[src/rtl/sum_gather_8.sv]
// Collects up to eight stream words into a vector for an 8-input sum step.
// One vector can wait in the collection register while the output slot is busy.
module sum_gather_8 #(
    parameter int LEN = 32
) (
    input  logic           clk,
    input  logic           rst_n,
    input  logic [LEN-1:0] in_data,
    input  logic           in_valid,
    input  logic           in_last,
    output logic           in_ready,
    output logic [LEN-1:0] w_0,
    output logic [LEN-1:0] w_1,
    output logic [LEN-1:0] w_2,
    output logic [LEN-1:0] w_3,
    output logic [LEN-1:0] w_4,
    output logic [LEN-1:0] w_5,
    output logic [LEN-1:0] w_6,
    output logic [LEN-1:0] w_7,
    output logic [3:0]     out_count,
    output logic           out_valid,
    input  logic           out_ready
);

    logic [7:0][LEN-1:0] coll_q, coll_d;
    logic [7:0][LEN-1:0] out_q, out_d;
    logic [7:0][LEN-1:0] vec;
    logic [2:0]          idx_q, idx_d;
    logic                pending_q, pending_d;
    logic [3:0]          pend_cnt_q, pend_cnt_d;
    logic [3:0]          cnt_q, cnt_d;
    logic                valid_q, valid_d;

    logic accept;
    logic close;
    logic slot_free;

    assign accept    = in_valid & ~pending_q;
    assign close     = accept & (in_last | (idx_q == 3'd7));
    assign slot_free = ~valid_q | out_ready;

    // Completed vector as it would look if the current word closes it:
    // earlier lanes from the collection register, the closing word, zeros above.
    generate
        for (genvar gi = 0; gi < 8; gi++) begin : g_vec
            localparam logic [2:0] LANE = 3'(gi);
            assign vec[gi] = (LANE < idx_q)  ? coll_q[gi] :
                             (LANE == idx_q) ? in_data    : '0;
        end
    endgenerate

    always_comb begin
        coll_d     = coll_q;
        out_d      = out_q;
        idx_d      = idx_q;
        pending_d  = pending_q;
        pend_cnt_d = pend_cnt_q;
        cnt_d      = cnt_q;
        valid_d    = valid_q;

        if (accept && !close) begin
            coll_d[idx_q] = in_data;
            idx_d         = idx_q + 3'd1;
        end

        if (close) begin
            idx_d = 3'd0;
            if (slot_free) begin
                out_d   = vec;
                cnt_d   = {1'b0, idx_q} + 4'd1;
                valid_d = 1'b1;
            end else begin
                coll_d     = vec;
                pend_cnt_d = {1'b0, idx_q} + 4'd1;
                pending_d  = 1'b1;
            end
        end else if (pending_q && slot_free) begin
            out_d     = coll_q;
            cnt_d     = pend_cnt_q;
            valid_d   = 1'b1;
            pending_d = 1'b0;
        end else if (valid_q && out_ready) begin
            valid_d = 1'b0;
        end
    end

    always_ff @(posedge clk or negedge rst_n) begin
        if (!rst_n) begin
            coll_q     <= '0;
            out_q      <= '0;
            idx_q      <= 3'd0;
            pending_q  <= 1'b0;
            pend_cnt_q <= 4'd0;
            cnt_q      <= 4'd0;
            valid_q    <= 1'b0;
        end else begin
            coll_q     <= coll_d;
            out_q      <= out_d;
            idx_q      <= idx_d;
            pending_q  <= pending_d;
            pend_cnt_q <= pend_cnt_d;
            cnt_q      <= cnt_d;
            valid_q    <= valid_d;
        end
    end

    assign in_ready  = ~pending_q;
    assign out_valid = valid_q;
    assign out_count = cnt_q;
    assign w_0       = out_q[0];
    assign w_1       = out_q[1];
    assign w_2       = out_q[2];
    assign w_3       = out_q[3];
    assign w_4       = out_q[4];
    assign w_5       = out_q[5];
    assign w_6       = out_q[6];
    assign w_7       = out_q[7];

endmodule

[config.mk]
export PLATFORM = sky130hd
export DESIGN_NAME = sum_gather_8
export DESIGN_NICKNAME = d
export VERILOG_FILES = /design/src/rtl/sum_gather_8.sv
export SDC_FILE = /design/constraint.sdc
export NUM_CORES = 1
export LEC_CHECK = 0
export BUFFER_PORTS_ARGS = -buffer_cell sky130_fd_sc_hd__buf_2
export CAP_MARGIN = 10
export CORE_ASPECT_RATIO = 0.8
export CORE_UTILIZATION = 40
export DETAILED_ROUTE_END_ITERATION = 6
export SYNTH_ARGS = -nofsm -noshare
export SYNTH_HDL_FRONTEND = slang
export SYNTH_SLANG_ARGS = --single-unit
export TNS_END_PERCENT = 10
[constraint.sdc]
create_clock -name clk -period 3.2 [get_ports clk]
set_input_delay 0.32 -clock clk [delete_from_list [all_inputs] [get_ports clk]]
set_output_delay 0.32 -clock clk [all_outputs]
set_load 0.005 [all_outputs]
[Yosys cells after proc, flatten, opt, wreduce, memory -nomap -nowiden]
Index checks and enable logic that the tools add are counted.
W data, S select, Z words.
Storage, ports and cells
  latch bits: 0
  memory bits (read-only): 0
  memories kept: 0
  memory bits (writable): 0
  bits in registers: 525
  logic and storage cells: 100
Cells by class
  $lt $le $gt $ge: 10
  divide/modulo/power cells: 0
  $mul: 0
  bitwise logic cells: 7
  add/sub/neg operators: 2
  equality and inequality tests: 10
  reduce and logical (&&, ||, !) cells: 13
  mux-type cells: 37
  shift-type cells: 0
Operators with widths (count)
  $mux W256: 6
  $mux W32: 17
  $bwmux W256: 1
  $demux W32 S3: 1
  $eq A3 B3 Y1 const A: 4
  $lt A3 B3 Y1 const A: 4
  $mux W4: 3
  $reduce_and A2 Y1: 4
  $mux W1: 7
  $eq A2 B3 Y1 const A: 2
  $lt A1 B3 Y1 const A: 2
  $lt A2 B3 Y1 const A: 2
  $mux W3: 2
  $add A3 B1 Y4 const B: 1
  $logic_and A1 B1 Y1: 4
  $lt A3 B4 Y1 const B: 1
  $reduce_bool A2 Y1: 2
  $add A3 B1 Y3 const B: 1
  $eq A1 B3 Y1 const A: 1
  $eq A3 B3 Y1 const B: 1
  $ge A3 B1 Y1 const B: 1
  $logic_not A3 Y1: 1
  $not A1 Y1: 3
  $reduce_bool A3 Y1: 1
  other kinds (5): 7

[Longest topological paths before layout]
Gate-level depths: netlist of the first run.
  word-level depth: 8
  depth in mapped cells: 10

[Least setup slack after synthesis of the first run]
Ideal clock, no wire load.
  path kind: register to register
  start point: register idx_q[1]
  end point: register coll_q[10] (netlist bit)
  arrival time: 2.368 ns
  setup slack: 0.705 ns
  cell stages (with the launch flop): 8
  path buffers: 1
  library setup time: 0.128 ns
  period minus slack after synthesis: 2.495 ns
  cell sequence: dfrtp_1 -> ha_1 -> ha_1 -> or4b_4 -> or4_4 -> o21ai_4 -> buf_6 -> mux2_1
RTL lines
  start, declared: line 28  | logic [2:0] idx_q, idx_d;
  start signal, assigned: line 99  | idx_q <= idx_d;
  end signal, assigned: line 97  | coll_q <= coll_d;
  end, declared: line 25  | logic [7:0][LEN-1:0] coll_q, coll_d;

==> results of run 1 <==
## final cells by class
cell class | count | area [µm²] | share of cell area, %
flip-flops and latches | 525 | 13100 | 46.9
multi-input cells | 1325 | 9880 | 35.3
repair buffers | 359 | 2120 | 7.59
clock buffers | 86 | 1630 | 5.84
well taps | 769 | 962 | 3.44
inverters | 35 | 131 | 0.469
clock inverters | 11 | 128 | 0.456
diodes | 1 | 2.50 | 0.00894
## worst register-to-register path, cell delays in order (launching register included)
cell and delay, ns:
dfrtp_1 0.37, ha_1 0.17, ha_1 0.25, or2_1 0.32, nand3_2 0.25, o21ai_4 0.98
mux2_2 0.45
## path summary, 6_finish.rpt
path / start / to / slack, ns / cells after the start
min in group asynchronous: rst_n / w_5[24]$_DFFE_PN0P_ / 0.25 / 2
setup reg to reg: idx_q[0]$_DFFE_PN0P_ / coll_q[1]$_DFF_PN0_ / 0.31 / 6
setup / recovery: idx_q[0]$_DFFE_PN0P_ / coll_q[1]$_DFF_PN0_ / 0.31 / 6
hold / removal: in_last / idx_q[1]$_DFFE_PN0P_ / 0.17 / 4
hold reg to reg: pend_cnt_q[2]$_DFFE_PN0P_ / pend_cnt_q[2]$_DFFE_PN0P_ / 0.48 / 2
max in group asynchronous: rst_n / w_3[12]$_DFFE_PN0P_ / 1.89 / 3
## Yosys cell counts (2+ instances only)
master    number
mux2_2       191
a221oi_1      47
a32o_1        17
clkbuf_1     183
buf_2         39
nor3_1         3
o22ai_1       21
a21oi_1       55
nand2_1      224
a22o_1       222
o21ai_0       84
a31oi_1       24
mux2_1        31
dfrtp_1      525
a22oi_1       29
nor2b_1        2
buf_6          3
and3_1        35
and2_1         4
inv_1         34
ha_1           4
o21ai_1        2
nor3_2         2
buf_1         11
nor2_1        86
nand2b_1       5
o31ai_1       79
or3_1          3
mux2i_1       53
a32oi_1       50
a211oi_1      32
nand3_1        2
## flip-flops by register name, indices dropped and copies added, names as in the netlist
| signal | flops |
|---|---|
| w_7 | 32 |
| out_count | 4 |
| w_1 | 32 |
| w_3 | 32 |
| pending_q | 1 |
| w_0 | 32 |
| w_4 | 32 |
| pend_cnt_q | 4 |
| w_2 | 32 |
| out_valid | 1 |
| w_6 | 32 |
| coll_q | 256 |
| w_5 | 32 |
| idx_q | 3 |
## logic make-up (layout without fill, tap and decap cells)
family / Yosys count / count (layout) / synth area share [%]
buffers and inverters: 271 / 491 / 4.54
AND/OR/NAND/NOR: 377 / 377 / 6.71
other: 0 / 1 / 0
AO/OA/AOI/OAI: 669 / 669 / 21.1
adder cells (fa/ha/maj): 4 / 4 / 0.209
multiplexers: 275 / 275 / 12.6
flip-flops: 525 / 525 / 54.8
## power by group
part / total [mW] / internal, mW / switching, mW / leakage (nW)
Combinational: 5.08 / 2.55 / 2.53 / 5.59
Clock: 6.33 / 3.59 / 2.75 / 0.865
Sequential: 9.92 / 8.55 / 1.37 / 6.77
## what timing repair did
| item | in CTS | in global routing |
|---|---|---|
| endpoints found under the setup margin | 0 | 0 |
| hold endpoints to repair | 48 | 0 |
| hold buffers | 1 | 0 |
| setup buffers | 0 | 0 |
## per-stage QoR
stage	power [mW]	std cells
floorplan	12.6	2121
global placement	14.9	3012
detailed placement	15.1	3012
CTS	21.5	3110
global route	22.5	3110
finish	21.3	3111
## per-layer routing
metal,part of all wire [%],wire (µm)
met5,0.014,11
met4,1.8,1450
met3,8.4,6700
met2,45,36000
met1,44,35300
==> summary.md, run 1 <==
| Metric | Value |
|---|---|
| Status | `complete, no violations` |
| Max Slew Vio Count | `0` |
| Post-DP Area | `0.0262 mm²` |
| Met3 GRT Util | `5.07%` |
| Synth area leader | `dfrtp_1` |
| Synth warnings | `0` |
| Clock root buffer | `clkbuf_16` |
| Clk buf depth | `3` |
| Syn Area/Cell | `11.3 µm²` |
| DRT Pass-1 Iters | `5` |
| Post-DP HPWL | `47.4 mm` |
| Clk slew on worst S/H paths | `0.06 ns` |
| CP arrival | `3.40 ns` |
| Worst Skew | `0.0189 ns` |
| Die height | `221 µm` |
| Leading cell type in the layout, fill and taps excluded | `dfrtp_1` |
| GRT Util Overall | `26.0%` |
| CTS tree | `built` |
| # H-tree levels | `2` |
| FMAX | `0.346 GHz` |
| Clk Latency, worst-skew pair | `0.63 ns` |
| Rows | `79` |
| Gr ovfl total | `0` |
| Number of synthesized flops with an enable pin | `0` |
| Post-DRT Antenna Nets | `0` |
| Area grow syn2layout | `16.7%` |
| CP Launch Type | `flop` |
| CP peak stage delay | `0.98 ns` |
| Via density | `6.13` |
| First-iteration detailed-routing DRC count | `2036` |
| Total wire length | `79.5 mm` |
| CP max FO | `32` |
| Gate count after technology mapping | `2121` |
| Hold Worst Slack | `0.175 ns` |
| #FFs+latches synth | `525` |
| Vias in the first global route | `18900` |
| Commonest cells after routing, fill and taps aside | `dfrtp_1 (525), buf_2 (297), a22o_1 (222), nand2_1 (222), mux2_2 (191)` |
| Share of cells above drive strength 1 | `28.0%` |
| Crit path time final | `2.89 ns` |
| Worst-Margin Slew | `1.16 ns` |
| Final Cycle Share | `90.2%` |
| Max_slew headroom | `22.2%` |
| Die area | `0.0609 mm²` |
| Cts repair resizes | `0` |
| Mapped Area | `0.0240 mm²` |
| Layer with the highest usage | `met2` |
| Nets@finish | `2342` |
| Pin count of the biggest net entering global routing | `162` |
| Buf/Inv on CP | `0` |
| Critical Path Sink Type | `flop` |
| Clk sinks | `525` |
| DR DRC count | `0` |
| Fill count | `5353` |
| Max cap viols | `0` |
| Post-route setup slack | `0.312 ns` |
| Ys async rst share | `100%` |
| Routed wire length per instance | `25.6 µm` |
| Antenna violations before repair | `2` |
| Dpl ws | `0.330 ns` |
| Slowest cell on crit path | `o21ai_4` |
| PD cells | `762 mW/mm²` |
| Via count | `19100` |
| Required time of the critical path | `3.72 ns` |
| Top Family by Delay on Critical Path | `compound AO/OA/AOI/OAI gates` |
| Pleak | `13.2 nW` |
| Netlist cell types | `51` |
| Most area-consuming cells after synthesis | `dfrtp_1 (55%), mux2_2 (9.0%), a22o_1 (8.1%), nand2_1 (3.5%), clkbuf_1 (2.9%)` |
| Worst Setup Path Type | `flop to flop` |
| Synth top area share | `54.8%` |
| CP dominant cell by count | `ha_1` |
| Global Route met1 Usage | `38.5%` |
| Final hold vios | `0` |
| CORE AREA | `0.0587 mm²` |
| Setup violators final | `0` |
| IO Pins | `299` |
| Gpl congestion | `0.841` |
| Met2 Resource Use GR | `39.0%` |
| Starting Density | `40.8%` |
| CTS Buf Count | `55` |
| First-pass GRT wire length | `122 mm` |
| HP Class | `input port to flop` |
| Maximum VDD drop | `432 µV` |
| Final instance area | `0.0280 mm²` |
| Port buffer count | `298` |
| Setup TNS Final | `0 ns` |
| RSZ-0062 raised after global routing | `no` |
| Most common flop cell mapped by yosys | `dfrtp_1` |
| Mapped Nets | `2162` |
| Post-Route Utilization | `47.7%` |
| Crit-path cells | `ha_1, ha_1, or2_1, nand3_2, o21ai_4, mux2_2` |
| Die X-Extent | `276 µm` |
| Seq/Total Area, Yosys | `54.8%` |
Note: power is estimated with default switching activity, not from simulation.
==> run 2: changes to the inputs <==
--- a/config.mk
+++ b/config.mk
@@ -7,9 +7,12 @@
 export LEC_CHECK = 0
 export BUFFER_PORTS_ARGS = -buffer_cell sky130_fd_sc_hd__buf_2
 export CAP_MARGIN = 10
+export CELL_PAD_IN_SITES_DETAIL_PLACEMENT = 0
+export CELL_PAD_IN_SITES_GLOBAL_PLACEMENT = 1
 export CORE_ASPECT_RATIO = 0.8
 export CORE_UTILIZATION = 40
 export DETAILED_ROUTE_END_ITERATION = 6
+export PLACE_DENSITY_LB_ADDON = 0.1
 export SYNTH_ARGS = -nofsm -noshare
 export SYNTH_HDL_FRONTEND = slang
 export SYNTH_SLANG_ARGS = --single-unit
==> summary.md, run 2 (synthesis gave the netlist of run 1 again) <==
| Metric | Value |
|---|---|
| Clk sinks | `525 (unchanged)` |
| Psw | `6.68 mW (was 6.65 mW)` |
| Critical Path Sink Type | `flop (unchanged)` |
| Antenna violations before repair | `2 (unchanged)` |
| RR Startpoint | `idx_q[0]$_DFFE_PN0P_ (unchanged)` |
| Post-DRT Antenna Nets | `0 (unchanged)` |
| Hold path depth | `4 (unchanged)` |
| Die area | `0.0609 mm² (unchanged)` |
| Max_slew headroom | `23.8% (was 22.2%)` |
| Clock power share | `32.3% (was 29.7%)` |
| Max cap viols | `0 (unchanged)` |
| Net Sw Frac | `30.2% (was 31.2%)` |
| CP Launch Type | `flop (unchanged)` |
| RSZ-0062 raised after global routing | `no (unchanged)` |
| Gr ovfl total | `0 (unchanged)` |
| Area grow syn2layout | `18.4% (was 16.7%)` |
| First-pass GRT wire length | `123 mm (was 122 mm)` |
| Die height | `221 µm (unchanged)` |
| Fill count | `5416 (was 5353)` |
| CP arrival | `3.38 ns (was 3.40 ns)` |
| Clk buf depth | `3 (unchanged)` |
| Flop2flop setup slack | `0.32 ns (was 0.31 ns)` |
| Clk slew on worst S/H paths | `0.06 ns (about the same)` |
| DR DRC count | `0 (unchanged)` |
| CP max FO | `32 (unchanged)` |
| Maximum VDD drop | `477 µV (was 432 µV)` |
| Max reg flops | `256 (unchanged)` |
| CTS tree | `built (unchanged)` |
| Worst Setup Path Type | `flop to flop (unchanged)` |
| Starting Density | `40.8% (unchanged)` |
| DRT Pass-1 Iters | `5 (unchanged)` |
| Logic pwr share | `23.0% (was 23.8%)` |
| Register-to-Register Path Depth | `6 (unchanged)` |
| PD cells | `779 mW/mm² (was 762 mW/mm²)` |
| Clk Latency, worst-skew pair | `0.63 ns (about the same)` |
| Sequential Power Share | `44.7% (was 46.5%)` |
| M1 WL | `37.3 mm (was 35.3 mm)` |
| Share of cells above drive strength 1 | `28.7% (was 28.0%)` |
| Max Slew Vio Count | `0 (unchanged)` |
| Port buffer count | `298 (unchanged)` |
| FMAX | `0.347 GHz (was 0.346 GHz)` |
| Via count | `18900 (was 19100)` |
| Required time of the critical path | `3.70 ns (was 3.72 ns)` |
| Total power | `22.1 mW (was 21.3 mW)` |
| Crit path time final | `2.88 ns (was 2.89 ns)` |
| Die X-Extent | `276 µm (unchanged)` |
| Leading cell type in the layout, fill and taps excluded | `dfrtp_1 (unchanged)` |
| Setup violators final | `0 (unchanged)` |
| Rows | `79 (unchanged)` |
| Cts repair resizes | `0 (unchanged)` |
| Final hold vios | `0 (unchanged)` |
| Vias in the first global route | `18900 (about the same)` |
| Top Metal Used | `met4 (was met5)` |
| End of the worst register-to-register path | `coll_q[1]$_DFF_PN0_ (unchanged)` |
| Setup Buffers After CTS | `0 (unchanged)` |
| GRT Util Overall | `26.5% (was 26.0%)` |
| Hold endpoint | `pend_cnt_q[0]$_DFFE_PN0P_ (was idx_q[1]$_DFFE_PN0P_)` |
| Total wire length | `81.1 mm (was 79.5 mm)` |
| CORE AREA | `0.0587 mm² (unchanged)` |
| Hold Path Origin | `out_ready (was in_last)` |
| Setup TNS Final | `0 ns (unchanged)` |
| Nets@finish | `2350 (was 2342)` |
| # H-tree levels | `2 (unchanged)` |
| IO Pins | `299 (unchanged)` |
| Pin count of the biggest net entering global routing | `93 (was 162)` |
| Pleak | `13.4 nW (was 13.2 nW)` |
| Final Cycle Share | `90.0% (was 90.2%)` |
| Post-DP HPWL | `48.2 mm (was 47.4 mm)` |
| Via density | `6.05 (was 6.13)` |
| Worst Skew | `0.0192 ns (was 0.0189 ns)` |
| Routed wire length per instance | `26.0 µm (was 25.6 µm)` |
| Gpl congestion | `0.797 (was 0.841)` |
| HP Class | `input port to flop (unchanged)` |
| Status | `complete, no violations (unchanged)` |
| Worst-Margin Slew | `1.14 ns (was 1.16 ns)` |
| Clock root buffer | `clkbuf_16 (unchanged)` |
| Largest register by flop count | `coll_q (unchanged)` |
| First-iteration detailed-routing DRC count | `1760 (was 2036)` |
| CTS Buf Count | `57 (was 55)` |
| Internal power | `15.4 mW (was 14.7 mW)` |
| WL met3 | `4.81 mm (was 6.70 mm)` |
| Met2 routed WL | `37.2 mm (was 36.0 mm)` |
| Commonest cells after routing, fill and taps aside | `dfrtp_1 (524), buf_2 (297), a22o_1 (222), nand2_1 (222), mux2_2 (191) (was dfrtp_1 (525), buf_2 (297), a22o_1 (222), nand2_1 (222), mux2_2 (191))` |
[run 2: worst max-delay path, cell delays in order (launching register included)]
cell     delay, ns
dfrtp_2       0.42
ha_1          0.20
ha_1          0.25
or4b_4        0.59
or4_4         0.45
o21ai_4       0.41
mux2_2        0.42
[run 2: worst max-delay path by stage]
| stage | slack [ns] | to | depth (start not counted) | from |
|---|---|---|---|---|
| 6_report | 0.32 | coll_q[1]$_DFF_PN0_ | 6 | idx_q[0]$_DFFE_PN0P_ |
| 5_1_grt | 0.21 | coll_q[16]$_DFF_PN0_ | 6 | idx_q[0]$_DFFE_PN0P_ |
| 4_1_cts | 0.32 | coll_q[1]$_DFF_PN0_ | 6 | idx_q[0]$_DFFE_PN0P_ |
| 3_5_place_dp | 0.33 | coll_q[1]$_DFF_PN0_ | 6 | idx_q[0]$_DFFE_PN0P_ |
| 3_3_place_gp | 0.34 | coll_q[1]$_DFF_PN0_ | 6 | idx_q[0]$_DFFE_PN0P_ |
| 2_1_floorplan | 0.70 | coll_q[10]$_DFF_PN0_ | 7 | idx_q[1]$_DFFE_PN0P_ |
[run 2: power groups by stage]
stage          combinational, mW  sequential, mW  clock [mW]
3_3_place_gp                5.00            9.92           0
4_1_cts                     5.15            9.89        7.28
3_5_place_dp                5.13            9.97           0
2_1_floorplan               2.98            9.61           0
5_1_grt                     5.63            10.1        7.55
6_report                    5.09            9.88        7.14
[run 2: what timing repair did]
action,4_1_cts,5_1_grt
setup endpoints to repair,0,0
hold buffers,1,0
endpoints found under the hold margin,66,0
[run 2: cell type report]
class / count / area, µm² / share of cell area, %
sequential: 525 / 13100 / 46.3
multi-input combinational: 1325 / 9890 / 34.8
tap: 769 / 962 / 3.39
timing repair buffer: 365 / 2240 / 7.89
clock buffer: 85 / 1700 / 6.00
inverter: 35 / 131 / 0.463
clock inverter: 18 / 318 / 1.12
antenna: 2 / 5.00 / 0.0176
[run 2: metrics by stage]
stage | utilization (%) | hold WS [ns] | area [µm²] | setup slack [ns] | cells
CTS | 48.3 | 0.174 | 28400 | 0.316 | 3121
detailed placement | 44.8 | 0.412 | 26300 | 0.329 | 3017
global placement | 44.8 | 0.409 | 26300 | 0.337 | 3017
finish | 48.4 | 0.215 | 28400 | 0.320 | 3124
floorplan | - | 0.0244 | 24000 | 0.705 | 2121
global route | 48.3 | 0.209 | 28400 | 0.208 | 3122
[run 2: layer usage]
metal | track usage (%) | vias up
met4 | 7.09 | 0
met3 | 4.67 | 106
met2 | 40.0 | 590
met1 | 39.0 | 9944
li1 | - | 8261
met5 | 0 | -
==> run 3: changes to the inputs <==
--- a/config.mk
+++ b/config.mk
@@ -9,7 +9,7 @@
 export CAP_MARGIN = 10
 export CELL_PAD_IN_SITES_DETAIL_PLACEMENT = 0
 export CELL_PAD_IN_SITES_GLOBAL_PLACEMENT = 1
-export CORE_ASPECT_RATIO = 0.8
+export CORE_ASPECT_RATIO = 1.1
 export CORE_UTILIZATION = 40
 export DETAILED_ROUTE_END_ITERATION = 6
 export PLACE_DENSITY_LB_ADDON = 0.1
==> summary.md, run 3 (synthesis gave the netlist of run 1 again) <==
| Metric | Value |
|---|---|
| Setup violators final | `0 (unchanged)` |
| Rows | `93 (was 79)` |
| Clk Latency, worst-skew pair | `0.61 ns (was 0.63 ns)` |
| Area grow syn2layout | `17.7% (was 18.4%)` |
| Critical Path Sink Type | `flop (unchanged)` |
| Required time of the critical path | `3.67 ns (was 3.70 ns)` |
| Via density | `6.03 (was 6.05)` |
| Vias in the first global route | `18700 (was 18900)` |
| Gpl congestion | `0.790 (was 0.797)` |
| Post-DRT Antenna Nets | `0 (unchanged)` |
| Antenna violations before repair | `1 (was 2)` |
| CP Launch Type | `flop (unchanged)` |
| Pleak | `13.3 nW (was 13.4 nW)` |
| Pin count of the biggest net entering global routing | `161 (was 93)` |
| Maximum VDD drop | `484 µV (was 477 µV)` |
| Die area | `0.0609 mm² (about the same)` |
| Commonest cells after routing, fill and taps aside | `dfrtp_1 (524), buf_2 (297), a22o_1 (222), nand2_1 (222), mux2_2 (191) (unchanged)` |
| Status | `complete, no violations (unchanged)` |
| Max_slew headroom | `18.9% (was 23.8%)` |
| CP max FO | `46 (was 32)` |
| Clock root buffer | `clkbuf_16 (unchanged)` |
| Starting Density | `40.7% (was 40.8%)` |
| Dpl ws | `0.105 ns (was 0.329 ns)` |
| Post-route setup slack | `0.229 ns (was 0.320 ns)` |
| Hold path depth | `5 (was 4)` |
| Max Slew Vio Count | `0 (unchanged)` |
| Worst Setup Path Type | `flop to flop (unchanged)` |
| Die X-Extent | `235 µm (was 276 µm)` |
| Die height | `259 µm (was 221 µm)` |
| PD cells | `755 mW/mm² (was 779 mW/mm²)` |
| Share of cells above drive strength 1 | `28.8% (was 28.7%)` |
| Worst Skew | `0.0268 ns (was 0.0192 ns)` |
| Port buffer count | `298 (unchanged)` |
| Fill count | `5380 (was 5416)` |
| Dpl cells | `3018 (was 3017)` |
| Max reg flops | `256 (unchanged)` |
| Clk sinks | `525 (unchanged)` |
| IO Pins | `299 (unchanged)` |
| CTS tree | `built (unchanged)` |
| HP Class | `input port to flop (unchanged)` |
| Max cap viols | `0 (unchanged)` |
| CTS Buf Count | `56 (was 57)` |
| Total power | `21.3 mW (was 22.1 mW)` |
| Gr ovfl total | `0 (unchanged)` |
| RSZ-0062 raised after global routing | `no (unchanged)` |
| First-iteration detailed-routing DRC count | `1517 (was 1760)` |
| GRT Util Overall | `26.5% (about the same)` |
| Flop2flop setup slack | `0.23 ns (was 0.32 ns)` |
| Leading cell type in the layout, fill and taps excluded | `dfrtp_1 (unchanged)` |
| FMAX | `0.337 GHz (was 0.347 GHz)` |
| First-pass GRT wire length | `124 mm (was 123 mm)` |
| # H-tree levels | `2 (unchanged)` |
| Worst-Margin Slew | `1.21 ns (was 1.14 ns)` |
| Largest register by flop count | `coll_q (unchanged)` |
| DRT Pass-1 Iters | `5 (unchanged)` |
| DR DRC count | `0 (unchanged)` |
| Post-Layout Cell Count | `3124 (unchanged)` |
| Total wire length | `81.7 mm (was 81.1 mm)` |
| Setup TNS Final | `0 ns (unchanged)` |
| Crit path time final | `2.97 ns (was 2.88 ns)` |
| Clk buf depth | `3 (unchanged)` |
| Routed wire length per instance | `26.2 µm (was 26.0 µm)` |
| Final Cycle Share | `92.8% (was 90.0%)` |
| Nets@finish | `2358 (was 2350)` |
| CP arrival | `3.44 ns (was 3.38 ns)` |
| Setup Buffers After CTS | `0 (unchanged)` |
| Clk slew on worst S/H paths | `0.06 ns (about the same)` |
| Via count | `18800 (was 18900)` |
| CORE AREA | `0.0589 mm² (was 0.0587 mm²)` |
| Register-to-Register Path Depth | `8 (was 6)` |
| Final hold vios | `0 (unchanged)` |
| Post-DP HPWL | `48.9 mm (was 48.2 mm)` |
run 3: cell types whose count changed in the layout (fill, tap and decap cells not counted), moves of 2 or more:
cell and change:
clkbuf_1 +3, clkbuf_8 +2, clkinv_2 +6, buf_12 +3, bufinv_16 -8, buf_4 +6, clkbuf_16 -2
run 3: repair_timing:
| action | CTS | global route |
|---|---|---|
| resized for setup | 0 | 1 |
| hold buffers | 1 | 0 |
| hold endpoints to repair | 68 | 0 |
| setup endpoints to repair | 0 | 30 |
run 3: final cells by class:
type / instances / area, µm² / area share [%]
repair buffers: 374 / 2330 / 8.25
flip-flops and latches: 525 / 13100 / 46.5
well taps: 760 / 951 / 3.37
clock inverters: 14 / 91.3 / 0.323
diodes: 3 / 7.51 / 0.0266
multi-input cells: 1325 / 9900 / 35.0
inverters: 35 / 131 / 0.465
clock buffers: 88 / 1690 / 5.99
run 3: metal layers:
layer	share of wire, %	vias to the layer above	track usage, %
li1	-	8293	-
met1	45	9801	37.4
met2	47	639	42.3
met3	5.3	101	4.27
met4	2.2	2	7.08
met5	0.016	-	0
run 3: through the flow:
step / hold WS, ns / util [%] / instance area (µm²)
global route: 0.207 / 47.9 / 28200
finish: 0.210 / 48.0 / 28200
CTS: 0.169 / 47.9 / 28200
floorplan: 0.0244 / - / 24000
detailed placement: 0.447 / 44.9 / 26400
global placement: 0.440 / 44.9 / 26400
run 3: worst max-delay path, cell delays in order, from the launching register on:
cell and delay (ns):
dfrtp_2 0.37, buf_6 0.35, clkinv_1 0.36, ha_1 0.31, and2_1 0.42, and2_0 0.29, buf_4 0.21, a221oi_1 0.37
o31ai_1 0.13
run 3: final timing paths:
check                                           from                   endpoint
hold reg to reg            pend_cnt_q[1]$_DFFE_PN0P_  pend_cnt_q[1]$_DFFE_PN0P_
max in group asynchronous                      rst_n        w_1[15]$_DFFE_PN0P_
min in group asynchronous                      rst_n      coll_q[186]$_DFF_PN0_
setup / recovery                idx_q[0]$_DFFE_PN0P_        w_6[22]$_DFFE_PN0P_
hold / removal                               in_last       idx_q[0]$_DFFE_PN0P_
setup reg to reg                idx_q[0]$_DFFE_PN0P_        w_6[22]$_DFFE_PN0P_
run 3: report_power, final:
| group | internal [mW] | switching (mW) | total, mW |
|---|---|---|---|
| combinational | 2.58 | 2.57 | 5.15 |
| clock | 3.61 | 2.73 | 6.34 |
| sequential | 8.55 | 1.30 | 9.84 |
| total | 14.7 | 6.59 | 21.3 |
